[src/rtl/i2c_target_responder_pkg.sv]
// Shared definitions for the I2C target responder.
//   i2c_state_e : target FSM states
//   bus_cond_e  : bus-condition codes, also used as bit positions of the
//                 per-cycle event vector in the top level
//   BYTE_W      : bits per I2C byte
package i2c_pkg;

  localparam int unsigned BYTE_W = 8;

  typedef enum logic [3:0] {
    IDLE,
    ADDR,
    ADDR_ACK,
    PTR,
    PTR_ACK,
    WDATA,
    WDATA_ACK,
    RDATA,
    RACK,
    WAIT_STOP
  } i2c_state_e;

  typedef enum logic [1:0] {
    START,
    STOP,
    RISE,
    FALL
  } bus_cond_e;

endpackage

[src/rtl/i2c_target_responder_in_filter.sv]
// Pad input conditioning for one I2C line: 2-flop synchronizer, glitch
// filter and edge detect.
//   wb_clk_i : system clock
//   arst_i   : asynchronous reset, active low (all stages preset to 1)
//   pad_i    : raw pad level
//   level_o  : filtered level; changes after FILT_LEN consecutive equal
//              samples that differ from the current level
//   rise_o   : one-cycle pulse, the cycle after level_o rises
//   fall_o   : one-cycle pulse, the cycle after level_o falls
module i2c_in_filter #(
  parameter int unsigned FILT_LEN = 3
) (
  input  logic wb_clk_i,
  input  logic arst_i,
  input  logic pad_i,
  output logic level_o,
  output logic rise_o,
  output logic fall_o
);

  logic [1:0] sync;
  logic [3:0] cnt;
  logic       level;
  logic       level_d;

  always_ff @(posedge wb_clk_i or negedge arst_i) begin
    if (!arst_i) begin
      sync    <= '1;
      cnt     <= '0;
      level   <= 1'b1;
      level_d <= 1'b1;
    end else begin
      sync    <= {sync[0], pad_i};
      level_d <= level;
      if (sync[1] != level) begin
        if (cnt == 4'(FILT_LEN - 1)) begin
          level <= sync[1];
          cnt   <= '0;
        end else begin
          cnt <= cnt + 4'd1;
        end
      end else begin
        cnt <= '0;
      end
    end
  end

  assign level_o = level;
  assign rise_o  = level & ~level_d;
  assign fall_o  = ~level & level_d;

endmodule

[src/rtl/i2c_target_responder.sv]
// I2C target responder on open-drain SCL/SDA pads (SCL never driven).
// Decodes START/Sr/STOP, ACKs SLV_ADDR, accepts a byte-pointer write then
// data writes, or serves reads with pointer auto-increment.
//   wb_clk_i     : system clock
//   arst_i       : asynchronous reset, active low
//   scl_pad_i    : SCL pad input
//   sda_pad_i    : SDA pad input
//   sda_pad_o    : SDA output value, tied 0
//   sda_padoen_o : SDA output enable, active low (0 = pull low)
//   reg_addr_o   : local register byte pointer
//   reg_wr_o     : one-cycle write strobe, reg_wdat_o valid with it
//   reg_wdat_o   : write data
//   reg_rd_o     : one-cycle read strobe
//   reg_rdat_i   : read data, sampled the cycle after reg_rd_o
//   busy_o       : high from START until STOP
module i2c_target_responder
  import i2c_pkg::*;
#(
  parameter logic [6:0]  SLV_ADDR = 7'h50,
  parameter int unsigned FILT_LEN = 3
) (
  input  logic       wb_clk_i,
  input  logic       arst_i,
  input  logic       scl_pad_i,
  input  logic       sda_pad_i,
  output logic       sda_pad_o,
  output logic       sda_padoen_o,
  output logic [7:0] reg_addr_o,
  output logic       reg_wr_o,
  output logic [7:0] reg_wdat_o,
  output logic       reg_rd_o,
  input  logic [7:0] reg_rdat_i,
  output logic       busy_o
);

  logic scl_lvl, scl_rise, scl_fall;
  logic sda_lvl, sda_rise, sda_fall;

  i2c_in_filter #(.FILT_LEN(FILT_LEN)) u_scl_filt (
    .wb_clk_i (wb_clk_i),
    .arst_i   (arst_i),
    .pad_i    (scl_pad_i),
    .level_o  (scl_lvl),
    .rise_o   (scl_rise),
    .fall_o   (scl_fall)
  );

  i2c_in_filter #(.FILT_LEN(FILT_LEN)) u_sda_filt (
    .wb_clk_i (wb_clk_i),
    .arst_i   (arst_i),
    .pad_i    (sda_pad_i),
    .level_o  (sda_lvl),
    .rise_o   (sda_rise),
    .fall_o   (sda_fall)
  );

  logic [3:0] ev;
  always_comb begin
    ev        = '0;
    ev[START] = sda_fall & scl_lvl;
    ev[STOP]  = sda_rise & scl_lvl;
    ev[RISE]  = scl_rise;
    ev[FALL]  = scl_fall;
  end

  i2c_state_e state;
  logic [3:0] bit_cnt;
  logic [7:0] shreg;
  logic [7:0] rx_byte;
  logic       rw;
  logic       ack_drv;   // second scl_fall of an ACK slot ends it
  logic       rd_cap;    // read data is valid this cycle
  logic       sda_oen;
  logic [7:0] reg_addr;
  logic [7:0] reg_wdat;
  logic       reg_wr;
  logic       reg_rd;
  logic       busy;

  assign rx_byte = {shreg[6:0], sda_lvl};

  always_ff @(posedge wb_clk_i or negedge arst_i) begin
    if (!arst_i) begin
      state    <= IDLE;
      bit_cnt  <= '0;
      shreg    <= '0;
      rw       <= 1'b0;
      ack_drv  <= 1'b0;
      rd_cap   <= 1'b0;
      sda_oen  <= 1'b1;
      reg_addr <= '0;
      reg_wdat <= '0;
      reg_wr   <= 1'b0;
      reg_rd   <= 1'b0;
      busy     <= 1'b0;
    end else begin
      reg_wr <= 1'b0;
      reg_rd <= 1'b0;
      rd_cap <= reg_rd;
      if (rd_cap) shreg <= reg_rdat_i;

      if (ev[START]) begin
        state   <= ADDR;
        bit_cnt <= '0;
        sda_oen <= 1'b1;
        busy    <= 1'b1;
      end else if (ev[STOP]) begin
        state   <= IDLE;
        sda_oen <= 1'b1;
        busy    <= 1'b0;
      end else begin
        case (state)
          ADDR, PTR, WDATA: begin
            if (ev[RISE]) begin
              shreg   <= rx_byte;
              bit_cnt <= bit_cnt + 4'd1;
              if (bit_cnt == 4'(BYTE_W - 1)) begin
                bit_cnt <= '0;
                ack_drv <= 1'b0;
                case (state)
                  ADDR: begin
                    if (rx_byte[7:1] == SLV_ADDR) begin
                      rw    <= rx_byte[0];
                      state <= ADDR_ACK;
                    end else begin
                      state <= WAIT_STOP;
                    end
                  end
                  PTR: begin
                    reg_addr <= rx_byte;
                    state    <= PTR_ACK;
                  end
                  default: begin
                    reg_wr   <= 1'b1;
                    reg_wdat <= rx_byte;
                    state    <= WDATA_ACK;
                  end
                endcase
              end
            end
          end

          ADDR_ACK, PTR_ACK, WDATA_ACK: begin
            if (ev[FALL]) begin
              if (!ack_drv) begin
                ack_drv <= 1'b1;
                sda_oen <= 1'b0;
                // Fetch early so the byte is loaded well before the
                // ACK-ending fall presents its MSB.
                if (state == ADDR_ACK && rw) reg_rd <= 1'b1;
              end else begin
                ack_drv <= 1'b0;
                bit_cnt <= '0;
                sda_oen <= 1'b1;
                case (state)
                  ADDR_ACK: begin
                    if (rw) begin
                      sda_oen <= shreg[7];
                      shreg   <= {shreg[6:0], 1'b0};
                      bit_cnt <= 4'd1;
                      state   <= RDATA;
                    end else begin
                      state <= PTR;
                    end
                  end
                  PTR_ACK: state <= WDATA;
                  default: begin
                    reg_addr <= reg_addr + 8'd1;
                    state    <= WDATA;
                  end
                endcase
              end
            end
          end

          RDATA: begin
            if (ev[FALL]) begin
              if (bit_cnt == 4'(BYTE_W)) begin
                sda_oen <= 1'b1;
                state   <= RACK;
              end else begin
                sda_oen <= shreg[7];
                shreg   <= {shreg[6:0], 1'b0};
                bit_cnt <= bit_cnt + 4'd1;
              end
            end
          end

          RACK: begin
            if (ev[RISE]) begin
              if (!sda_lvl) begin
                reg_addr <= reg_addr + 8'd1;
                reg_rd   <= 1'b1;
                bit_cnt  <= '0;
                state    <= RDATA;
              end else begin
                state <= WAIT_STOP;
              end
            end
          end

          default: ;
        endcase
      end
    end
  end

  assign sda_pad_o    = 1'b0;
  assign sda_padoen_o = sda_oen;
  assign reg_addr_o   = reg_addr;
  assign reg_wr_o     = reg_wr;
  assign reg_wdat_o   = reg_wdat;
  assign reg_rd_o     = reg_rd;
  assign busy_o       = busy;

endmodule

[config.mk]
export PLATFORM = sky130hd
export DESIGN_NAME = i2c_target_responder
export DESIGN_NICKNAME = d
export VERILOG_FILES = /design/src/rtl/i2c_target_responder_pkg.sv /design/src/rtl/i2c_target_responder_in_filter.sv /design/src/rtl/i2c_target_responder.sv
export SDC_FILE = /design/constraint.sdc
export NUM_CORES = 1
export LEC_CHECK = 0
export BUFFER_PORTS_ARGS = -buffer_cell sky130_fd_sc_hd__buf_2
export CAP_MARGIN = 30
export CELL_PAD_IN_SITES_DETAIL_PLACEMENT = 0
export CELL_PAD_IN_SITES_GLOBAL_PLACEMENT = 1
export CORE_MARGIN = 2
export CORE_UTILIZATION = 46
export DETAILED_ROUTE_END_ITERATION = 16
export PLACE_DENSITY = 0.84
export SLEW_MARGIN = 20
export SYNTH_ARGS = -nofsm -noshare
export SYNTH_HDL_FRONTEND = slang
export SYNTH_SLANG_ARGS = --single-unit
[constraint.sdc]
create_clock -name wb_clk_i -period 2.9 [get_ports wb_clk_i]
set_clock_uncertainty 0.15 [all_clocks]
set_input_delay 0.58 -clock wb_clk_i [delete_from_list [all_inputs] [get_ports wb_clk_i]]
set_output_delay 0.58 -clock wb_clk_i [all_outputs]
set_load 0.1 [all_outputs]
==> metrics.cfg <==
[power_and_ir_drop]
static-leakage-power_nw=1.55
power_switching_share_pct=49.7
power.ir.vdd_worst_uv=745
power.combinational.fraction_pct=53.7
clock_power_share_pct=11.5
pwr_density_nw_per_um2=1120
switching_component_of_the_power_mw=1.88
power_frac_seq_pct=34.8
internal-power_mw=1.90

[placed_design]
gp_congestion=0.907
placement.setup.worst_slack_ns=0.345
io_buffers=31
placed_cells_incl_taps=394
hpwlAfterDp_mm=5.03

[synthesis]
synth.yosys.seq_area_share_pct=46.0
synth.area.top_cells=dfrtp_1 (38%), mux2_2 (10%), dfstp_2 (7.8%)
synth_area_leader_cell=dfrtp_1
mappedNetlistNets=311
synth-edff-count=0
yosys.cell_count.top_type=dfrtp_1
mapped_cell_area_um2=3020
synthCells=292
synth_cell_types=63
synth-warning-count=0
synth_top_area_share_pct=38.1
synth_common_cells=dfrtp_1 (46), mux2_2 (28), nor2_1 (26), nand2_1 (17), o21ai_0 (17)
syn_area_per_cell_um2=10.3
postSynth.topFlopCell=dfrtp_1
synth-async-reset-ratio_pct=100
postSynthRegisterBits=55

[floorplanning]
dieArea_um2=7230
num_io_pins=33
start_util_pct=47.5
die_h_um=85.0
core_um2=6350
dieWidth_um=85.0
core.rowCount=29

[clock_network]
post_cts_resized=0
h-tree-depth=2
clock_insertion_delay_worst_skew_ns=0.32
clk_path_buf_depth=2
clkTransAtPathRegs_ns=0.11
clockRootBuffer=clkbuf_8
cts_buffers=5
hold_buffers=0
clock_sink_count=55
cts_tree=done
postCtsSetupRepairBufs=0

[timing]
hold_ws_ns=0.116
final.period_utilization_pct=88.7
tightest_slew_ns=0.694
setup_ws_ns=0.328
rsz0062_at_grt=no
report.final.slew_viol_count=0
finalHoldViolCount=0
clock.fmax_ghz=0.389
slew_headroom_pct=53.6
fin_setup_tns_ns=0
setup_violations=0
timing.final.crit_period_ns=2.57

[critical_path]
r2r_setup_slack_ns=0.33
worst_setup_path_start_kind=register
path_max_fanout=17
crit_arrival_ns=2.63
critPathKind=reg -> reg
timing.critical_path.required_ns=2.95
type_of_element_capturing_the_critical_path=register

[layout]
diodes=0
num-fill-cells=563
multi_input_comb_area_um2=1530
design.final.nets=343
finalNonFillerCells=402
layout-area-overhead-vs-synth_pct=11.2
drive_above_1_share_pct=28.6
final_core_util_pct=52.9
sequential_cell_area_um2=1390

[run_status]
outcome=complete, no violations

[drt]
wl_met1_mm=3.05
vias_per_cell=5.85
firstDrtPassIters=4
detailroute.via_count=2353
wl_per_cell_um=16.6
routed-wl-met2_mm=3.21
drc=0
routed-wl-met3_um=324
detail-route-antenna-nets=0
maxUsedRoutingLayer=met4
initial_drt_markers=170
route.final.wire_length_mm=6.67

[global_route]
antenna_found_initial=0
grt_first_pass_wirelength_mm=11.5
grtUsageTotal_pct=19.9
grt_max_degree=30
overflow=0
via_count_of_the_first_global_routing_pass=2300

[run]
maxCapViolations=0

[hold_path]
hold_path_class=in -> async

==> flip-flops by register name, indices dropped and copies added, names as in the netlist <==
name / count
reg_addr_o: 8
reg_wdat_o: 8
shreg: 8
bit_cnt: 4
state: 4
u_scl_filt.cnt: 4
u_sda_filt.cnt: 4
u_scl_filt.sync: 2
u_sda_filt.sync: 2
ack_drv: 1
busy_o: 1
rd_cap: 1
reg_rd_o: 1
reg_wr_o: 1
rw: 1
sda_padoen_o: 1
u_scl_filt.level_d: 1
u_scl_filt.level_o: 1
u_sda_filt.level_d: 1
u_sda_filt.level_o: 1
==> layer usage <==
layer  track usage, %  up-vias
li1                 -     1136
met5                0        -
met1             28.2     1147
met3             3.50        8
met4             4.91        0
met2             31.9       62
==> critical path, stage by stage, from the launching register on <==
cell	delay, ns
dfrtp_1	0.57
or4b_4	0.63
nor3_1	0.22
a31oi_1	0.19
and2b_2	0.37
mux2_2	0.34
==> worst paths after layout <==
path                                          from                 end  cells past startpoint
worst max-delay path                      state[0]       reg_addr_o[1]                      5
worst min-delay path                        arst_i       reg_wdat_o[6]                      1
worst max register to register            state[0]       reg_addr_o[1]                      5
worst min register to register  u_scl_filt.sync[0]  u_scl_filt.sync[1]                      0
max in group asynchronous                   arst_i  u_scl_filt.level_o                      2
min in group wb_clk_i                    sda_pad_i  u_sda_filt.sync[0]                      1
==> final cells by class <==
type | count | share of cell area (%)
Sequential cell | 55 | 41.3
Clock inverter | 2 | 0.522
Tap cell | 77 | 2.87
Inverter | 10 | 1.12
Clock buffer | 6 | 2.16
Timing Repair Buffer | 38 | 6.56
Multi-Input combinational cell | 214 | 45.4
==> metrics by stage <==
| stage | area, um2 | total power, mW |
|---|---|---|
| 2_1_floorplan | 3020 | 2.88 |
| 3_3_place_gp | 3270 | 3.33 |
| 3_5_place_dp | 3270 | 3.35 |
| 4_1_cts | 3360 | 3.79 |
| 5_1_grt | 3360 | 4.07 |
| 6_report | 3360 | 3.77 |
==> power groups by stage <==
| stage | clock network (mW) | logic [mW] | registers, mW |
|---|---|---|---|
| 2_1_floorplan | 0 | 1.23 | 1.65 |
| 3_3_place_gp | 0 | 2.02 | 1.31 |
| 3_5_place_dp | 0 | 2.03 | 1.33 |
| 4_1_cts | 0.451 | 2.03 | 1.31 |
| 5_1_grt | 0.480 | 2.22 | 1.36 |
| 6_report | 0.435 | 2.03 | 1.31 |
==> kinds of logic (layout without fill, tap and decap cells) <==
family                   after synthesis  in the layout  synth area share, %
AO/OA/AOI/OAI                         71             71                 16.7
adder cells (fa/ha/maj)                7              7                 2.90
AND/OR/NAND/NOR                       97             97                 17.4
other                                  1              1                0.124
XOR/XNOR                               7              7                 2.03
buffers and inverters                 23             56                 3.52
flip-flops                            55             55                 46.0
multiplexers                          31             31                 11.4
==> cell usage in the layout (no fill, tap or decap), types with 4 or more instances in the layout <==
cell type,count
buf_4,6
buf_2,31
dfrtp_1,46
and3_1,5
o21ai_0,17
nand3_1,8
nand3b_1,6
o31ai_1,4
xor2_1,5
a31oi_1,5
mux2_2,28
a31o_2,4
nor3_1,4
clkbuf_8,5
nor2b_1,4
nor2_1,26
inv_1,9
ha_1,7
nand2b_1,7
a2bb2oi_1,5
nand2_1,17
a21oi_1,8
dfstp_2,9
Note: power is estimated with default switching activity, not from simulation.
